==> src/rtl/pdp11_mem_pkg.sv <==
// Shared encodings for the memory access sequencer: EA selects, read destinations,
// error codes and FSM states.
package pdp11_mem_pkg;

    localparam logic [2:0] SEL_SRC   = 3'd0;
    localparam logic [2:0] SEL_SRC_X = 3'd1;
    localparam logic [2:0] SEL_DST   = 3'd2;
    localparam logic [2:0] SEL_DST_Y = 3'd3;
    localparam logic [2:0] SEL_X     = 3'd4;
    localparam logic [2:0] SEL_Y     = 3'd5;
    localparam logic [2:0] SEL_Z     = 3'd6;

    localparam logic [1:0] DEST_NONE = 2'd0;
    localparam logic [1:0] DEST_X    = 2'd1;
    localparam logic [1:0] DEST_Y    = 2'd2;
    localparam logic [1:0] DEST_IR   = 2'd3;

    localparam logic [1:0] ERR_NONE    = 2'd0;
    localparam logic [1:0] ERR_ODD     = 2'd1;
    localparam logic [1:0] ERR_TIMEOUT = 2'd2;

    typedef enum logic [1:0] {
        ST_IDLE = 2'd0,
        ST_REQ  = 2'd1,
        ST_ERR  = 2'd2
    } state_t;

endpackage

==> src/rtl/ea_mux.sv <==
// Effective-address mux: src, src+X, dst, dst+Y, X, Y, Z.
// Purely combinational; additions wrap modulo 2^WIDTH.
module ea_mux
    import pdp11_mem_pkg::*;
#(
    parameter int WIDTH = 16
) (
    input  logic [2:0]       i_sel,
    input  logic [WIDTH-1:0] i_src,
    input  logic [WIDTH-1:0] i_dst,
    input  logic [WIDTH-1:0] i_x,
    input  logic [WIDTH-1:0] i_y,
    input  logic [WIDTH-1:0] i_z,
    output logic [WIDTH-1:0] o_ea
);

    always_comb begin
        o_ea = i_z;
        case (i_sel)
            SEL_SRC:   o_ea = i_src;
            SEL_SRC_X: o_ea = i_src + i_x;
            SEL_DST:   o_ea = i_dst;
            SEL_DST_Y: o_ea = i_dst + i_y;
            SEL_X:     o_ea = i_x;
            SEL_Y:     o_ea = i_y;
            SEL_Z:     o_ea = i_z;
            default:   o_ea = i_z;
        endcase
    end

endmodule

==> src/rtl/mem_access_unit.sv <==
// Multi-cycle memory access sequencer with X/Y/Z/IR holding registers.
// Latency: done two cycles after start with zero wait states; waits on mem_ack up to TIMEOUT cycles.
module mem_access_unit
    import pdp11_mem_pkg::*;
#(
    parameter int WIDTH         = 16,
    parameter int TIMEOUT       = 15,
    parameter int SIGN_EXT_BYTE = 1
) (
    input  logic             clk,
    input  logic             reset_n,
    input  logic             start,
    input  logic [2:0]       addr_sel,
    input  logic             write,
    input  logic             byte_acc,
    input  logic [1:0]       dest,
    input  logic             z_we,
    input  logic [WIDTH-1:0] src,
    input  logic [WIDTH-1:0] dst,
    input  logic [WIDTH-1:0] wdata,
    output logic             busy,
    output logic             done,
    output logic             err,
    output logic [1:0]       err_code,
    output logic [WIDTH-1:0] rdata,
    output logic [WIDTH-1:0] x,
    output logic [WIDTH-1:0] y,
    output logic [WIDTH-1:0] z,
    output logic [WIDTH-1:0] ir,
    output logic             mem_req,
    output logic             mem_we,
    output logic             mem_byte,
    output logic [WIDTH-1:0] mem_addr,
    output logic [WIDTH-1:0] mem_wdata,
    input  logic [WIDTH-1:0] mem_rdata,
    input  logic             mem_ack
);

    localparam int             CW       = $clog2(TIMEOUT + 1);
    localparam logic [CW-1:0]  CNT_LAST = CW'(TIMEOUT - 1);

    state_t           r_state;
    state_t           w_next;
    logic [CW-1:0]    r_wait;
    logic [WIDTH-1:0] r_x, r_y, r_z, r_ir, r_rdata;
    logic [WIDTH-1:0] r_mem_addr, r_mem_wdata;
    logic             r_mem_we, r_mem_byte;
    logic [1:0]       r_dest;
    logic             r_done, r_err;
    logic [1:0]       r_err_code;

    logic [WIDTH-1:0] w_ea;
    logic [WIDTH-1:0] w_wfill;
    logic [7:0]       w_hi_lane;
    logic [7:0]       w_lane;
    logic [WIDTH-1:0] w_rd_ext;
    logic [WIDTH-1:0] w_rd_data;
    logic             w_accept, w_odd, w_ack, w_timeout;

    ea_mux #(.WIDTH(WIDTH)) u_ea_mux (
        .i_sel (addr_sel),
        .i_src (src),
        .i_dst (dst),
        .i_x   (r_x),
        .i_y   (r_y),
        .i_z   (r_z),
        .o_ea  (w_ea)
    );

    // A start landing on the done/err cycle is taken, so only REQ blocks acceptance.
    assign w_accept  = start && (r_state != ST_REQ);
    assign w_odd     = !byte_acc && w_ea[0];
    assign w_ack     = (r_state == ST_REQ) && mem_ack;
    assign w_timeout = (r_state == ST_REQ) && !mem_ack && (r_wait == CNT_LAST);

    always_comb begin
        w_wfill = '0;
        for (int i = 0; i < WIDTH; i++) begin
            w_wfill[i] = wdata[i % 8];
        end
    end

    generate
        if (WIDTH >= 16) begin : g_hi_lane
            assign w_hi_lane = mem_rdata[15:8];
        end else begin : g_one_lane
            assign w_hi_lane = mem_rdata[7:0];
        end
    endgenerate

    assign w_lane    = r_mem_addr[0] ? w_hi_lane : mem_rdata[7:0];
    assign w_rd_ext  = (SIGN_EXT_BYTE != 0) ? WIDTH'($signed(w_lane)) : WIDTH'(w_lane);
    assign w_rd_data = r_mem_byte ? w_rd_ext : mem_rdata;

    always_ff @(posedge clk or negedge reset_n) begin
        if (!reset_n) begin
            r_state <= ST_IDLE;
        end else begin
            r_state <= w_next;
        end
    end

    always_comb begin
        w_next = r_state;
        case (r_state)
            ST_IDLE, ST_ERR: begin
                if (!w_accept)  w_next = ST_IDLE;
                else if (w_odd) w_next = ST_ERR;
                else            w_next = ST_REQ;
            end
            ST_REQ: begin
                if (mem_ack || w_timeout) w_next = ST_IDLE;
            end
            default: w_next = ST_IDLE;
        endcase
    end

    always_comb begin
        mem_req = (r_state == ST_REQ);
        busy    = (r_state != ST_IDLE) || r_done || r_err;
    end

    always_ff @(posedge clk or negedge reset_n) begin
        if (!reset_n) begin
            r_wait <= '0;
        end else if (w_accept) begin
            r_wait <= '0;
        end else if (r_state == ST_REQ && !mem_ack) begin
            r_wait <= r_wait + 1'b1;
        end
    end

    always_ff @(posedge clk or negedge reset_n) begin
        if (!reset_n) begin
            r_x         <= '0;
            r_y         <= '0;
            r_z         <= '0;
            r_ir        <= '0;
            r_rdata     <= '0;
            r_mem_addr  <= '0;
            r_mem_wdata <= '0;
            r_mem_we    <= 1'b0;
            r_mem_byte  <= 1'b0;
            r_dest      <= DEST_NONE;
            r_done      <= 1'b0;
            r_err       <= 1'b0;
            r_err_code  <= ERR_NONE;
        end else begin
            r_done <= w_ack;
            r_err  <= w_timeout || (w_accept && w_odd);
            if (w_accept) begin
                r_mem_addr  <= w_ea;
                r_mem_we    <= write;
                r_mem_byte  <= byte_acc;
                r_mem_wdata <= byte_acc ? w_wfill : wdata;
                r_dest      <= dest;
                r_err_code  <= w_odd ? ERR_ODD : ERR_NONE;
                if (z_we) r_z <= w_ea;
            end
            if (w_timeout) r_err_code <= ERR_TIMEOUT;
            if (w_ack && !r_mem_we) begin
                r_rdata <= w_rd_data;
                case (r_dest)
                    DEST_X:  r_x  <= w_rd_data;
                    DEST_Y:  r_y  <= w_rd_data;
                    DEST_IR: r_ir <= w_rd_data;
                    default: ;
                endcase
            end
        end
    end

    assign done      = r_done;
    assign err       = r_err;
    assign err_code  = r_err_code;
    assign rdata     = r_rdata;
    assign x         = r_x;
    assign y         = r_y;
    assign z         = r_z;
    assign ir        = r_ir;
    assign mem_we    = r_mem_we;
    assign mem_byte  = r_mem_byte;
    assign mem_addr  = r_mem_addr;
    assign mem_wdata = r_mem_wdata;

endmodule

==> config.mk <==
export PLATFORM = sky130hd
export DESIGN_NAME = mem_access_unit
export DESIGN_NICKNAME = d
export VERILOG_FILES = /design/src/rtl/pdp11_mem_pkg.sv /design/src/rtl/ea_mux.sv /design/src/rtl/mem_access_unit.sv
export SDC_FILE = /design/constraint.sdc
export NUM_CORES = 1
export LEC_CHECK = 0
export CORE_ASPECT_RATIO = 1.25
export CORE_UTILIZATION = 49
export CTS_CLUSTER_SIZE = 12
export DETAILED_ROUTE_END_ITERATION = 10
export GPL_TIMING_DRIVEN = 0
export HOLD_SLACK_MARGIN = 0.02
export PLACE_DENSITY = 0.85
export SETUP_SLACK_MARGIN = 0.15
export SLEW_MARGIN = 10
export SYNTH_ARGS = -nofsm -noshare
export SYNTH_HDL_FRONTEND = slang
export SYNTH_SLANG_ARGS = --single-unit
export TNS_END_PERCENT = 5
==> constraint.sdc <==
create_clock -name clk -period 3.04 [get_ports clk]
set_input_delay 0.304 -clock clk [delete_from_list [all_inputs] [get_ports clk]]
set_output_delay 0.304 -clock clk [all_outputs]
set_load 0.02 [all_outputs]
## Word level (Yosys, flattened, before mapping)

Index checks and enable logic that the tools add are counted.

| storage, ports and cells | value |
|---|---|
| ROM bits | 0 |
| output and inout port bits | 120 |
| word-level logic and storage cells | 68 |
| memory bits (writable) | 0 |
| register bits after elaboration | 126 |
| memories | 0 |
| input port bits | 76 |
| bits in latches | 0 |

| cells by class | value |
|---|---|
| shift operators | 0 |
| add/sub/neg operators | 3 |
| eq/ne operators | 13 |
| bitwise gates (word level) | 0 |
| reduce and logical (&&, ||, !) cells | 24 |
| multipliers | 0 |
| $lt $le $gt $ge | 0 |
| muxes and demuxes | 13 |
| divide/modulo/power cells | 0 |

Operators by type and width:

| kind | number |
|---|---|
| $pmux 16 s6 | 1 |
| $add 16x16->16 | 2 |
| $mux 16 | 2 |
| $mux 2 | 5 |
| $mux 4 | 2 |
| $mux 8 | 1 |
| $reduce_and 2->1 | 4 |
| $logic_and 1x1->1 | 7 |
| $eq 2x2->1 const B | 3 |
| $eq 3x2->1 const B | 2 |
| $eq 3x3->1 const B | 2 |
| $reduce_bool 2->1 | 3 |
| $add 4x1->4 const B | 1 |
| $eq 2x1->1 const B | 2 |
| $eq 4x4->1 const B | 1 |
| $logic_or 1x1->1 | 4 |
| $ne 2x1->1 const B | 2 |
| $pmux 2 s2 | 1 |
| $eq 3x1->1 const B | 1 |
| $logic_not 1->1 | 3 |
| $logic_not 3->1 | 1 |
| $logic_not 2->1 | 1 |
| $reduce_or 2->1 | 1 |
| $mux 1 | 1 |

## Longest topological paths before layout

| depth | value |
|---|---|
| depth in word-level cells | 6 |
| depth in mapped cells | 9 |
| depth with buffers taken out | 9 |

## Cells and area by module

A second synthesis with hierarchy kept.

| unflattened totals | value |
|---|---|
| cell total of the unflattened synthesis | 773 |
| area total of the unflattened synthesis | 7424.6 µm² |

By module, submodules not included:

| module | times used | area an instance (µm²) | cells an instance | sequential area each (µm²) |
|---|---|---|---|---|
| mem_access_unit | 1 | 5048.6 | 414 | 3153.0 |
| ea_mux | 1 | 2376.0 | 359 | 0.0 |

## Least setup slack after synthesis

No wires, ideal clock.

| path | value |
|---|---|
| path kind | flip-flop to flip-flop |
| from | reg r_x[0], in the netlist x[0] |
| to | reg r_mem_addr[12], in the netlist mem_addr[12] |
| stages on the path, launching flop included | 10 |
| path buffers | 0 |
| data required time | 2912 ps |
| slack | 531 ps |
| data arrival time | 2381 ps |
| setup time | 128 ps |
| clock period less this slack | 2509 ps |
| cell sequence | dfrtp_1 ha_1 fa_1 a21o_1 a221oi_2 o31a_4 nor3_1 a31o_1 a221oi_2 o21ai_1 |

| between the ends | value |
|---|---|
| word-level cells in the longest chain between the ends | 2 |

RTL lines:

| what | RTL line | RTL |
|---|---|---|
| start, declared | mem_access_unit.sv:45 | `logic [WIDTH-1:0] r_x, r_y, r_z, r_ir, r_rdata;` |
| start signal, assigned | mem_access_unit.sv:164 | `DEST_X: r_x <= w_rd_data;` |
| $add 16x16->16 | ea_mux.sv:21 | `SEL_SRC_X: o_ea = i_src + i_x;` |
| $pmux 16 s6 | ea_mux.sv:19 | `case (i_sel)` |
| end signal, assigned | mem_access_unit.sv:152 | `r_mem_addr <= w_ea;` |
| end, declared | mem_access_unit.sv:46 | `logic [WIDTH-1:0] r_mem_addr, r_mem_wdata;` |

Every way passes these cells.
A chain may end at the register's enable or synchronous reset.

## Final worst setup path

| path | value |
|---|---|
| from | reg r_x[0], in the netlist x[0] |
| to | reg r_z[12], in the netlist z[12] |

| between the ends | value |
|---|---|
| word-level cells in the longest chain between the ends | 2 |

RTL lines:

| what | RTL line | RTL |
|---|---|---|
| $add 16x16->16 | ea_mux.sv:21 |  |
| $pmux 16 s6 | ea_mux.sv:19 |  |
| end signal, assigned | mem_access_unit.sv:158 | `if (z_we) r_z <= w_ea;` |
| end, declared | mem_access_unit.sv:45 |  |

Every way passes these cells.

==> metrics.md <==
| Metric | Value |
|---|---|
| Setup Skew | `roughly 7.0 ps` |
| Largest family of logic cells by synthesized area | `compound AO/OA/AOI/OAI gates` |
| Drt drc | `0` |
| Post-Synth Adder-Cell Area | `under 10%` |
| Largest cells by area after synthesis | `dfrtp_1 (44%), nand2_1 (8.0%), o21ai_0 (5.9%)` |
| Crit path largest cell delay | `around 420 ps` |
| CTS clk-pin slew, worst paths | `approximately 60 ps` |
| CP dominant cell by count | `a221oi_2` |
| EDFF count, synth | `0` |
| Cells after Synth | `between 800 and 900` |
| CP Buf/Inv Count | `0` |
| Reg2Reg Setup Slack | `about 270 ps` |
| Syn Std Cell Area | `7220 µm²` |
| Antenna violations before repair | `0` |
| CTS sink cnt | `between 100 and 150` |
| First-pass GRT wire length | `39200 µm` |
| Required time worst endpoint | `about 3300 ps` |
| Register area share after synthesis | `a little over two fifths` |
| Max frequency | `between 300 and 400 MHz` |
| Layout cells sized above 1 | `5.83%` |
| Layout Nets | `roughly 1100` |
| HPWL after DPL | `~19000 µm` |
| Vias post-DR | `~7400` |
| Yosys top cell area share | `a little over two fifths` |
| Insertion delay to the later sink of the worst-skew pair | `420 ps` |
| I/O pin count | `just under 200` |
| Pleak | `about 4.4 nW` |
| WL per Instance | `20.7 µm` |
| DRT antenna net count | `0` |
| Commonest cells post-synth | `nand2_1 (153), dfrtp_1 (126), o21ai_0 (85), a21oi_1 (82), nor2_1 (57)` |
| Final hold viol count | `0` |
| Slew margin rel. | `approximately 50%` |
| Hold Buf Count CTS | `1` |
| Global route overflow | `0` |
| Worst Hold Class | `input pin to async pin` |
| Avg Synthesized Cell Area | `8.83 µm²` |
| Port Buf Inserts | `around 190` |
| Rows | `49` |
| Share of flip-flops with an asynchronous set or reset | `between 90% and 100%` |
| RSZ-0062 raised after global routing | `false` |
| Synth-to-Final Area Change | `38.5%` |
| N_diodes | `0` |
| Die area | `15200 µm²` |
| Crit-path max FO | `4` |
| Simple-gate area share of the yosys netlist | `between 10% and 20%` |
| Setup tns final | `0 ps` |
| DP Cell Count | `1191` |
| CTS Buf Count | `17` |
| Critical path arrival | `just over 3000 ps` |
| Pwr Total | `0.0103 W` |
| Die H | `about 140 µm` |
| Final wirelength | `between 20000 and 30000 µm` |
| Post-synthesis cell type count | `67` |
| Compound-Gate Fraction of Synth Area | `24.4%` |
| Actual slew at the worst max-slew pin | `about 750 ps` |
| Ys flop type | `dfrtp_1` |
| Initial core utilization | `50.1%` |
| Initial DRC count | `roughly 530` |
| Post-CTS Repair Setup Buffers | `0` |
| Synth Net Count | `about 930` |
| Footprint of the multi-input gates | `3840 µm²` |
| H-tree depth | `4` |
| Power Density | `slightly above 1000 nW/µm²` |
| Startpoint Class | `flop` |
| Count leader, synth | `nand2_1` |
| Final setup fails | `0` |
| Filler Cell Count | `1162` |
| Max-cap viol count | `0` |
| Crit-path cells | `ha_1 > fa_1 > a21o_1 > a221oi_2 > o31a_4 > nor3_1 > a31o_1 > a221oi_2 > a21oi_1` |
| Fin. max-slew vios | `0` |
| Post-synthesis mux area share | `3.19%` |
| Top cell type by total area after synthesis | `dfrtp_1` |
| Register Area | `3150 µm²` |
| Synth warn | `0` |
| Vias in the first global route | `between 7000 and 8000` |
| Slowest CP cell | `fa_1` |
| Root Buffer Master | `clkbuf_16` |
| Largest net degree at the start of global routing | `just under 90` |
| Minimum clock period | `roughly 2800 ps` |
| Period utilization | `between 90% and 100%` |
| CTS max path bufs | `2` |
| CTS tree | `done` |
| Number of vias per cell | `~6.0` |
| CP delay by family, top | `compound AO/OA/AOI/OAI gates` |
| DRT Pass-1 Iters | `7` |
| Max VDD drop | `about 640 µV` |
| Crit. End Element | `flop` |
| Post-Synth XOR/XNOR Area | `around 3%` |
| Flops & latches, synth | `about 130` |
| Placer Congestion | `0.985` |
| Die width | `between 100 and 150 µm` |
| CP Class | `flop to flop` |
| Tot GR Track Use | `~33%` |
| Post_cts resized | `0` |
| Core area | `roughly 14000 µm²` |
| Status | `completed` |
| Post-route insts no fill | `1224` |
-- power by group --
part           internal (W)  switching (W)
sequential          0.00234       0.000675
combinational       0.00232        0.00299
clock               0.00116       0.000848
-- stage by stage --
step,hold WS [ps],util (%),cell area [µm²],setup WS (ps)
after CTS,371,69.4,10000,274
after global placement,449,65.1,9380,-3210
after global routing,397,69.4,10000,168
after floorplan,8.41,-,7220,531
after detailed placement,236,65.3,9410,-62.6
final,365,69.4,10000,270
-- routing by layer --
metal	part of all wire, %	global-route usage [%]	up-vias
met5	0	0	-
met4	3.5	15.6	0
met3	8.1	7.52	68
met2	51	60.4	396
met1	38	37.9	3532
li1	-	-	3371
-- cell usage in the layout, fill, tap and decap left out, types with 3 or more instances in the layout --
cell type	instances
or3_1	3
clkdlybuf4s50_1	193
a22o_1	9
xnor2_1	11
mux2i_1	23
a311oi_1	3
nand2_1	153
a31oi_1	6
a211oi_1	7
a22oi_1	3
a21oi_1	82
nand3_1	11
dfrtp_1	126
o211ai_1	7
clkbuf_1	27
clkinvlp_4	4
nor3_1	11
nand3b_1	5
and3_1	5
o21ai_0	85
o221ai_1	3
ha_1	32
o21ai_1	19
o31ai_1	3
xor2_1	14
buf_2	13
nor2b_1	7
nand2b_1	6
o22ai_1	5
a21o_1	9
nor2_1	57
inv_1	11
inv_6	4
clkbuf_16	17
and2_1	6
a221oi_2	4
o22a_1	8
o21bai_1	3
-- registers in the layout, summed over array words and instances, names as in the netlist, 2 cells and up --
signal     count
ir            16
mem_addr      16
mem_wdata     16
rdata         16
x             16
y             16
z             16
r_wait         4
err_code       2
r_dest         2
r_state        2
-- layout make-up --
type,count,share of cell area (%)
repair buffers,196,19.8
inverters,12,0.451
flip-flops and latches,126,31.5
well taps,178,2.23
clock buffers,18,4.39
multi-input cells,638,38.5
plain buffers,42,1.78
clock inverters,14,1.34
-- path summary, 6_finish.rpt --
| path | end | startpoint | cells past startpoint |
|---|---|---|---|
| setup reg to reg | z[12] | x[0] | 9 |
| setup / recovery | z[12] | x[0] | 9 |
| max in group asynchronous | y[3] | reset_n | 3 |
| hold reg to reg | r_state[1] | r_state[0] | 1 |
| hold / removal | z[14] | reset_n | 2 |
| min in group clk | mem_we | write | 3 |
-- logic make-up after synthesis --
group	count (synthesis)
AO/OA/AOI/OAI	281
AND/OR/NAND/NOR	275
flip-flops	126
buffers and inverters	54
adder cells (fa/ha/maj)	34
XOR/XNOR	25
multiplexers	23
Note: power is estimated with default switching activity, not from simulation.
